### config.mk
export PLATFORM = sky130hd
export DESIGN_NAME = simon_serial_pad_if
export DESIGN_NICKNAME = d
export VERILOG_FILES = /design/src/rtl/simon_serial_pad_if.sv
export SDC_FILE = /design/constraint.sdc
export NUM_CORES = 1
export LEC_CHECK = 0
export CORE_MARGIN = 5
export CORE_UTILIZATION = 55
export DETAILED_ROUTE_END_ITERATION = 10
export PLACE_DENSITY = 0.73
export SETUP_SLACK_MARGIN = 0.3
export SYNTH_ARGS = -nofsm -noshare
export SYNTH_HDL_FRONTEND = slang
export SYNTH_SLANG_ARGS = --single-unit
### constraint.sdc
create_clock -name clk -period 2.8 [get_ports clk]
set_input_delay 0.56 -clock clk [delete_from_list [all_inputs] [get_ports clk]]
set_output_delay 0.56 -clock clk [all_outputs]
set_load 0.05 [all_outputs]
### src/rtl/simon_serial_pad_if.sv
// simon_serial_pad_if: narrow-bus Simon 32/64 block encryptor.
// Key and plaintext arrive MS-first over an IO_W-bit input stream, the
// cipher runs one round per cycle with on-the-fly key expansion, and the
// ciphertext leaves MS-first over a matching IO_W-bit output stream.
// Handshake: a beat moves on a rising clk edge where valid and ready are
// both high; a source holds valid and payload until that edge, and ready
// never depends combinationally on valid (all outputs are registered).
module simon_serial_pad_if #(
    parameter int IO_W   = 8,
    parameter int ROUNDS = 32
) (
    input  logic            clk,
    input  logic            rst,
    input  logic            in_valid,
    output logic            in_ready,
    input  logic [IO_W-1:0] in_data,
    input  logic            in_key,
    output logic            out_valid,
    input  logic            out_ready,
    output logic [IO_W-1:0] out_data,
    output logic            out_last,
    output logic            busy
);

    localparam int KB = 64 / IO_W;
    localparam int PB = 32 / IO_W;
    localparam int CB = PB;
    localparam logic [6:0] KB_LAST = 7'(KB - 1);
    localparam logic [6:0] PB_LAST = 7'(PB - 1);
    localparam logic [6:0] CB_LAST = 7'(CB - 1);
    localparam logic [5:0] R_LAST  = 6'(ROUNDS - 1);
    // z0 sequence, bit i is the constant used when generating k[i+4]
    localparam logic [63:0] Z0 = 64'h19C3522FB386A45F;

    typedef enum logic [2:0] {
        S_IDLE,
        S_LOAD_KEY,
        S_LOAD_PT,
        S_RUN,
        S_UNLOAD
    } state_t;

    state_t            state_q, state_d;
    logic [63:0]       keystore_q, keystore_d;
    logic [63:0]       ksched_q, ksched_d;
    logic [31:0]       block_q, block_d;
    logic [6:0]        beat_cnt_q, beat_cnt_d;
    logic [5:0]        round_cnt_q, round_cnt_d;
    logic              in_ready_q, in_ready_d;
    logic              out_valid_q, out_valid_d;
    logic [IO_W-1:0]   out_data_q, out_data_d;
    logic              out_last_q, out_last_d;
    logic              busy_q, busy_d;

    logic              accept;
    logic              out_hs;
    logic [15:0]       rx, ry, fx, tmp, knew;
    logic [31:0]       blk_next;

    assign accept    = in_valid & in_ready_q;
    assign out_hs    = out_valid_q & out_ready;
    assign in_ready  = in_ready_q;
    assign out_valid = out_valid_q;
    assign out_data  = out_data_q;
    assign out_last  = out_last_q;
    assign busy      = busy_q;

    // One Simon round on the current block and the next schedule word
    always_comb begin
        rx       = block_q[31:16];
        ry       = block_q[15:0];
        fx       = ({rx[14:0], rx[15]} & {rx[7:0], rx[15:8]}) ^ {rx[13:0], rx[15:14]};
        blk_next = {ry ^ fx ^ ksched_q[15:0], rx};
        tmp      = {ksched_q[50:48], ksched_q[63:51]} ^ ksched_q[31:16];
        knew     = 16'hFFFC ^ {15'd0, Z0[round_cnt_q]} ^ ksched_q[15:0] ^ tmp ^ {tmp[0], tmp[15:1]};
    end

    // Frame sequencing: load key/plaintext, run rounds, unload ciphertext
    always_comb begin
        state_d     = state_q;
        keystore_d  = keystore_q;
        ksched_d    = ksched_q;
        block_d     = block_q;
        beat_cnt_d  = beat_cnt_q;
        round_cnt_d = round_cnt_q;
        out_valid_d = out_valid_q;
        out_data_d  = out_data_q;
        out_last_d  = out_last_q;
        unique case (state_q)
            S_IDLE: begin
                if (accept) begin
                    beat_cnt_d = 7'd1;
                    if (in_key) begin
                        keystore_d = (keystore_q << IO_W) | 64'(in_data);
                        if (KB_LAST == 7'd0) begin
                            beat_cnt_d = 7'd0;
                            state_d    = S_LOAD_PT;
                        end else begin
                            state_d = S_LOAD_KEY;
                        end
                    end else begin
                        block_d = (block_q << IO_W) | 32'(in_data);
                        if (PB_LAST == 7'd0) begin
                            // single-beat block: straight into the rounds
                            beat_cnt_d  = 7'd0;
                            ksched_d    = keystore_q;
                            round_cnt_d = 6'd0;
                            state_d     = S_RUN;
                        end else begin
                            state_d = S_LOAD_PT;
                        end
                    end
                end
            end
            S_LOAD_KEY: begin
                if (accept) begin
                    keystore_d = (keystore_q << IO_W) | 64'(in_data);
                    if (beat_cnt_q == KB_LAST) begin
                        beat_cnt_d = 7'd0;
                        state_d    = S_LOAD_PT;
                    end else begin
                        beat_cnt_d = beat_cnt_q + 7'd1;
                    end
                end
            end
            S_LOAD_PT: begin
                if (accept) begin
                    block_d = (block_q << IO_W) | 32'(in_data);
                    if (beat_cnt_q == PB_LAST) begin
                        // working schedule always restarts from the stored key
                        beat_cnt_d  = 7'd0;
                        ksched_d    = keystore_q;
                        round_cnt_d = 6'd0;
                        state_d     = S_RUN;
                    end else begin
                        beat_cnt_d = beat_cnt_q + 7'd1;
                    end
                end
            end
            S_RUN: begin
                ksched_d = {knew, ksched_q[63:16]};
                if (round_cnt_q == R_LAST) begin
                    // present the first ciphertext beat, keep the rest shifted up
                    block_d     = blk_next << IO_W;
                    out_data_d  = blk_next[31 -: IO_W];
                    out_valid_d = 1'b1;
                    out_last_d  = (CB_LAST == 7'd0);
                    beat_cnt_d  = 7'd0;
                    round_cnt_d = 6'd0;
                    state_d     = S_UNLOAD;
                end else begin
                    block_d     = blk_next;
                    round_cnt_d = round_cnt_q + 6'd1;
                end
            end
            S_UNLOAD: begin
                if (out_hs) begin
                    if (out_last_q) begin
                        out_valid_d = 1'b0;
                        out_data_d  = '0;
                        out_last_d  = 1'b0;
                        beat_cnt_d  = 7'd0;
                        state_d     = S_IDLE;
                    end else begin
                        out_data_d = block_q[31 -: IO_W];
                        block_d    = block_q << IO_W;
                        beat_cnt_d = beat_cnt_q + 7'd1;
                        out_last_d = ((beat_cnt_q + 7'd1) == CB_LAST);
                    end
                end
            end
            default: state_d = S_IDLE;
        endcase
        in_ready_d = (state_d == S_IDLE) || (state_d == S_LOAD_KEY) || (state_d == S_LOAD_PT);
        busy_d     = (state_d != S_IDLE);
    end

    // State and datapath registers; async reset clears everything
    always_ff @(posedge clk or negedge rst) begin
        if (!rst) begin
            state_q     <= S_IDLE;
            keystore_q  <= '0;
            ksched_q    <= '0;
            block_q     <= '0;
            beat_cnt_q  <= '0;
            round_cnt_q <= '0;
            in_ready_q  <= 1'b0;
            out_valid_q <= 1'b0;
            out_data_q  <= '0;
            out_last_q  <= 1'b0;
            busy_q      <= 1'b0;
        end else begin
            state_q     <= state_d;
            keystore_q  <= keystore_d;
            ksched_q    <= ksched_d;
            block_q     <= block_d;
            beat_cnt_q  <= beat_cnt_d;
            round_cnt_q <= round_cnt_d;
            in_ready_q  <= in_ready_d;
            out_valid_q <= out_valid_d;
            out_data_q  <= out_data_d;
            out_last_q  <= out_last_d;
            busy_q      <= busy_d;
        end
    end

endmodule

* Word-level counts from Yosys, hierarchy flattened
Memory sizes are Yosys's and may differ from the RTL's.
Cells that the tools add are included.
** Storage, ports and cells
- Flip-flop bits (word level) :: 188
- Latch bits :: 0
- Bits in writable memories :: 0
- Memory bits (read-only) :: 64
- Input port bits :: 13
- Output and inout port bits :: 12
- Word-level logic and storage cells :: 113
- Memories kept :: 1
** Memory list
- (no name shown) :: depth 64, bits a word 1, read ports 1, clocked after memory_dff 0, write ports 0, RTL line 75 : knew = 16'hFFFC ^ {15'd0, Z0[round_cnt_q]} ^ ksched_q[15:0] ^ tmp ^ {tmp[0], tmp[15:1]};
** Cells by class
- Add/sub/neg operators :: 2
- Multipliers :: 0
- Divide/modulo/power cells :: 0
- Magnitude comparators :: 1
- Eq/ne operators :: 20
- Shift-type cells :: 0
- Multiplexer cells :: 50
- Bitwise logic cells :: 12
- Reductions and logical operators :: 16
** Operators by type and width (number)
- $mux 64 :: 5
- $pmux 64 s2 :: 2
- $mux 32 :: 6
- $pmux 32 s4 :: 1
- $xor 16x16->16 :: 7
- $or 64x8->64 :: 1
- $mux 7 :: 8
- $pmux 7 s5 :: 1
- $or 32x8->32 :: 1
- $mux 3 :: 8
- $mux 8 :: 3
- $ne 2x2->1 const B :: 10
- $mux 6 :: 3
- $and 16x16->16 :: 1
- $pmux 8 s2 :: 1
- $pmux 3 s5 :: 1
- $eq 7x2->1 const B :: 2
- $pmux 6 s2 :: 1
- $reduce_and 6->1 :: 2
- $eq 3x2->1 const B :: 3
- $reduce_and 4->1 :: 2
- $add 7x1->7 const B :: 1
- $eq 7x3->1 const B :: 1
- $lt 6x7->1 const B :: 1
- 15 further kinds :: 29

* Longest topological paths before layout
- Depth after elaboration :: 7
- Depth in mapped cells :: 9
- Depth with buffers taken out :: 8

* Worst setup path after synthesis
Ideal clock, no wire load.
- Kind :: flip-flop to flip-flop
- Start point :: register in_ready_q, in the netlist in_ready
- End point :: register block_q[28]
- Library setup time :: 0.133 ns
- Arrival time :: 1.949 ns
- Data required time :: 2.667 ns
- Path slack :: 0.718 ns
- Cell stages (with the launch flop) :: 8
- Buffers on the path :: 1
- Period minus slack after synthesis :: 2.082 ns
- Path through :: dfrtp_1 > nand2_1 > a211o_1 > a21oi_1 > o21ai_1 > clkbuf_1 > a211oi_1 > a21oi_1
** Between the ends
- Cells in the longest elaborated chain, start to end :: 3
- Elaborated cells on any way between the ends :: 4
- Those cells by class :: 2 x eq/ne; 1 x bitwise; 1 x reduce/logical
** RTL lines
- start: declaration :: RTL line 49 : logic in_ready_q, in_ready_d;
- start signal: assignment :: RTL line 199 : in_ready_q <= in_ready_d;
- $and 1x1->1 * :: RTL line 60 : assign accept = in_valid & in_ready_q;
- $ne 2x2->1 (no line)
- $reduce_and 6->1 (no line) *
- end signal: assignment :: RTL line 196 : block_q <= block_d;
- end: declaration :: RTL line 46 : logic [31:0] block_q, block_d;
Every way passes the cells marked *; elsewhere a longest branch is shown, timed or not.
A chain may end at the register's enable or synchronous reset.

* Worst setup path in the final report
- Start point :: register round_cnt_q[0]
- End point :: register busy_q, in the netlist busy
** Between the ends
- Cells in the longest elaborated chain, start to end :: 4
** RTL lines
- start: declaration :: RTL line 48 : logic [5:0] round_cnt_q, round_cnt_d;
- start signal: assignment :: RTL line 198 : round_cnt_q <= round_cnt_d;
- $eq 6x5->1 :: RTL line 142 : if (round_cnt_q == R_LAST) begin
- $mux 3 :: RTL line 142
- $pmux 3 s5 :: RTL line 89 : unique case (state_q)
- named net state_d[1] :: RTL line 43 : state_t state_q, state_d;
- $reduce_bool 3->1 :: RTL line 175 : busy_d = (state_d != S_IDLE);
- named net busy_d :: RTL line 53 : logic busy_q, busy_d;
- end signal: assignment :: RTL line 203 : busy_q <= busy_d;
- end: declaration :: RTL line 53
The timed path passes the listed nets, and every way through them passes these cells.

==> run_results.csv <==
group,metric,value,unit
yosys,synth-seq-cells,188,
clock_tree,root_buffer,"clkbuf_16",
yosys,synth_top_cell_by_area,"dfrtp_1",
place,gp_congestion,0.8365,
die,dieArea,0.02026,sq mm
critical_path,startpoint,"round_cnt_q[0]",
sta,max_freq,0.4322,GHz
sta,finalCriticalPeriod,2314,ps
sta,rsz0062_at_grt,"false",
routing,wl_per_cell,17.32,microns
routing,top_layer_used,"met4",
status,status,"completed",
routing,drcViolationCount,0,
clock_tree,cts_tree,"done",
pwr,p_per_area,1282,mW/mm^2
routing,wl_met3,768,microns
clock_tree,path_clk_slew,70,ps
critical_path,end_kind,"register",
clock_tree,clk_latency,430,ps
sta,fin_tns_setup,0,ps
pwr,ir_drop,577.4,uV
yosys,ys_top_cells_by_area,"dfrtp_1, mux2_2, xnor2_1",
yosys,synth_top_area_frac,0.4884,
die,die_w,142.3,microns
yosys,synth_fp_nets,970,
critical_path,worstSetupStartpointType,"register",
routing,wirelength,20640,microns
global_routing,grt_usage,0.2105,
critical_path,required,3110,ps
sta,slew_headroom,0.3875,
routing,drt-initial-drc-count,553,
sta,fin_worst_skew,9.884,ps
yosys,yosysWarnings,0,
clock_tree,h-tree-depth,4,
critical_path,criticalPathCategory,"reg2reg",
sta,setup_violations,0,
sta,fin_crit_sh,0.8264,
global_routing,grt_first_pass_wirelength,33950,microns
yosys,synth_flop_cell,"dfrtp_1",
die,coreArea,0.01724,sq mm
worst_hold_path,hp-class,"in2async",
sta,slew_viol_final,0,
die,num_io_pins,25,
place,placed_cells,1159,
cells_and_area,drive_above_1_share,0.1375,
routing,num_vias,6847,
die,start_util,0.5589,
global_routing,grt_pass1_vias,6360,
global_routing,overflow,0,
cells_and_area,nets,975,
clock_tree,hold_buffers,0,
cells_and_area,n_antenna_cell,0,
yosys,ys_types,54,
global_routing,grt_start_max_net_pins,74,
sta,hold_viol,0,
routing,ant_nets,0,
yosys,synth_area,0.009633,sq mm
routing,drt-pass1-iter-count,8,
cells_and_area,final-instance-count-excl-fill,1192,
die,dieHeight,142.3,microns
yosys,synthArstFlopShare,1.000,
cells_and_area,multi_input_area,0.004634,sq mm
clock_tree,cts_resized,0,
yosys,avgSynthCellArea,10.15,sq um
die,num_rows,48,
yosys,synth_edf_count,0,
critical_path,crit_fanout,27,
cells_and_area,num-fill-cells,1407,
cells_and_area,register_area,0.004705,sq mm
yosys,syn_inst,949,
yosys,synth_seq_area_share,0.4884,
flow_run,cap_violations,0,
routing,wl_met1,9851,microns
clock_tree,clk_path_buf_depth,2,
place,portBuffers,24,
global_routing,grt_antenna_before_repair,0,
routing,routed_via_density,5.744,
cells_and_area,syn2layout_area_growth,12.17,%
pwr,power_leakage,4.792,nW
clock_tree,cts.sinks,188,
place,hpwl,13790,microns
sta,max_slew.worst_pin.slew,915.3,ps
routing,dr_wl_met2,9439,microns
critical_path,cp.arrival,2630,ps
clock_tree,cts_buffers,17,
clock_tree,postCtsSetupBuffers,0,
critical_path,reg2reg_from,"round_cnt_q[0]",
==> power breakdown <==
group          internal (mW)  switching, mW  total (mW)
logic                   3.04           3.23        6.27
clock network           1.46           1.06        2.52
registers               3.86           1.20        5.06
total                   8.36           5.50        13.9
==> state kept, by name, summed over array words and instances, names as in the netlist <==
| name | flops |
|---|---|
| ksched_q | 64 |
| in_ready | 1 |
| keystore_q | 64 |
| out_valid | 1 |
| round_cnt_q | 6 |
| beat_cnt_q | 7 |
| out_last | 1 |
| busy | 1 |
| out_data | 8 |
| state_q | 3 |
| block_q | 32 |
==> metrics by stage <==
step	utilization	hold WS (ps)	instance area, sq um	total power, mW	worst slack [ps]
2_1_floorplan	-	264.4	9633	9.766	717.9
3_3_place_gp	0.5899	460.4	10170	11.15	425.3
3_5_place_dp	0.5899	470.8	10170	11.34	397.1
4_1_cts	0.6257	123.4	10790	13.92	427.0
5_1_grt	0.6269	140.7	10810	14.83	309.6
6_report	0.6269	102.5	10810	13.86	486.1
==> worst paths after layout <==
check	to	slack, ps	cells after the start
hold / removal	block_q[16]	100	1
hold reg to reg	ksched_q[34]	480	2
max in group asynchronous	ksched_q[36]	1980	2
setup reg to reg	busy	490	7
min in group clk	ksched_q[34]	480	2
setup / recovery	busy	490	7
==> cells in the final DEF (no fill, tap or decap), drive strengths merged, types with 3 or more instances in the layout <==
cell type / instances
xnor2: 73
ha: 8
clkbuf: 20
a22oi: 8
nand3: 16
a2111oi: 3
o22ai: 3
a21oi: 54
clkdlybuf4s50: 23
buf: 24
mux2: 64
clkinv: 5
o21ai: 107
bufinv: 3
a211oi: 25
mux2i: 51
nor2b: 3
nor2: 56
nand2b: 4
xor2: 14
dfrtp: 188
a31oi: 10
clkinvlp: 4
xnor3: 8
inv: 16
nor3b: 3
nand2: 146
nor3: 4
==> worst max-delay path, cell delays in order, from the launching register on <==
cell	delay, ps
dfrtp_1	500
ha_1	290
nand3_2	150
or3b_1	410
buf_4	250
nand2_1	180
nand2_1	90
or3_1	320
==> layout make-up <==
cell class | instances | share of cell area
flip-flops and latches | 188 | 0.4354
clock buffers | 19 | 0.04192
well taps | 225 | 0.02605
inverters | 15 | 0.005211
clock inverters | 13 | 0.01517
multi-input cells | 684 | 0.4289
repair buffers | 48 | 0.04736
==> synthesized netlist by cell type, types with 3 or more instances <==
cell type and number:
buf_1 4, buf_4 3, nand2b_1 4, inv_1 13, a211oi_1 25, nor2_1 55, clkbuf_1 31, a21oi_1 54
xnor3_1 8, a31oi_1 10, a2111oi_0 3, ha_1 8, o21ai_1 3, dfrtp_1 188, a22oi_1 8, xnor2_1 73
o21ai_0 104, buf_2 22, mux2_2 64, xor2_1 14, nor2b_1 3, nand3_1 15, nand2_1 145, mux2i_1 51
==> logic make-up (layout without fill, tap and decap cells) <==
group / count (synthesis) / in the layout / share of synthesized area
xor gates and xnor gates: 95 / 95 / 0.09780
and+or+nand+nor: 243 / 243 / 0.1077
DFF: 188 / 188 / 0.4884
AOI/OAI and AO/OA: 223 / 223 / 0.1334
buffers and inverters: 77 / 95 / 0.03455
adders and majority gates: 8 / 8 / 0.01039
muxes: 115 / 115 / 0.1278
==> per-layer routing <==
| metal | global-route usage | vias to the layer above |
|---|---|---|
| met5 | 0 | - |
| met4 | 0.07754 | 0 |
| met3 | 0.03360 | 37 |
| met2 | 0.3173 | 153 |
| met1 | 0.3097 | 3367 |
| li1 | - | 3290 |
Power figures use the tool's default switching activity.
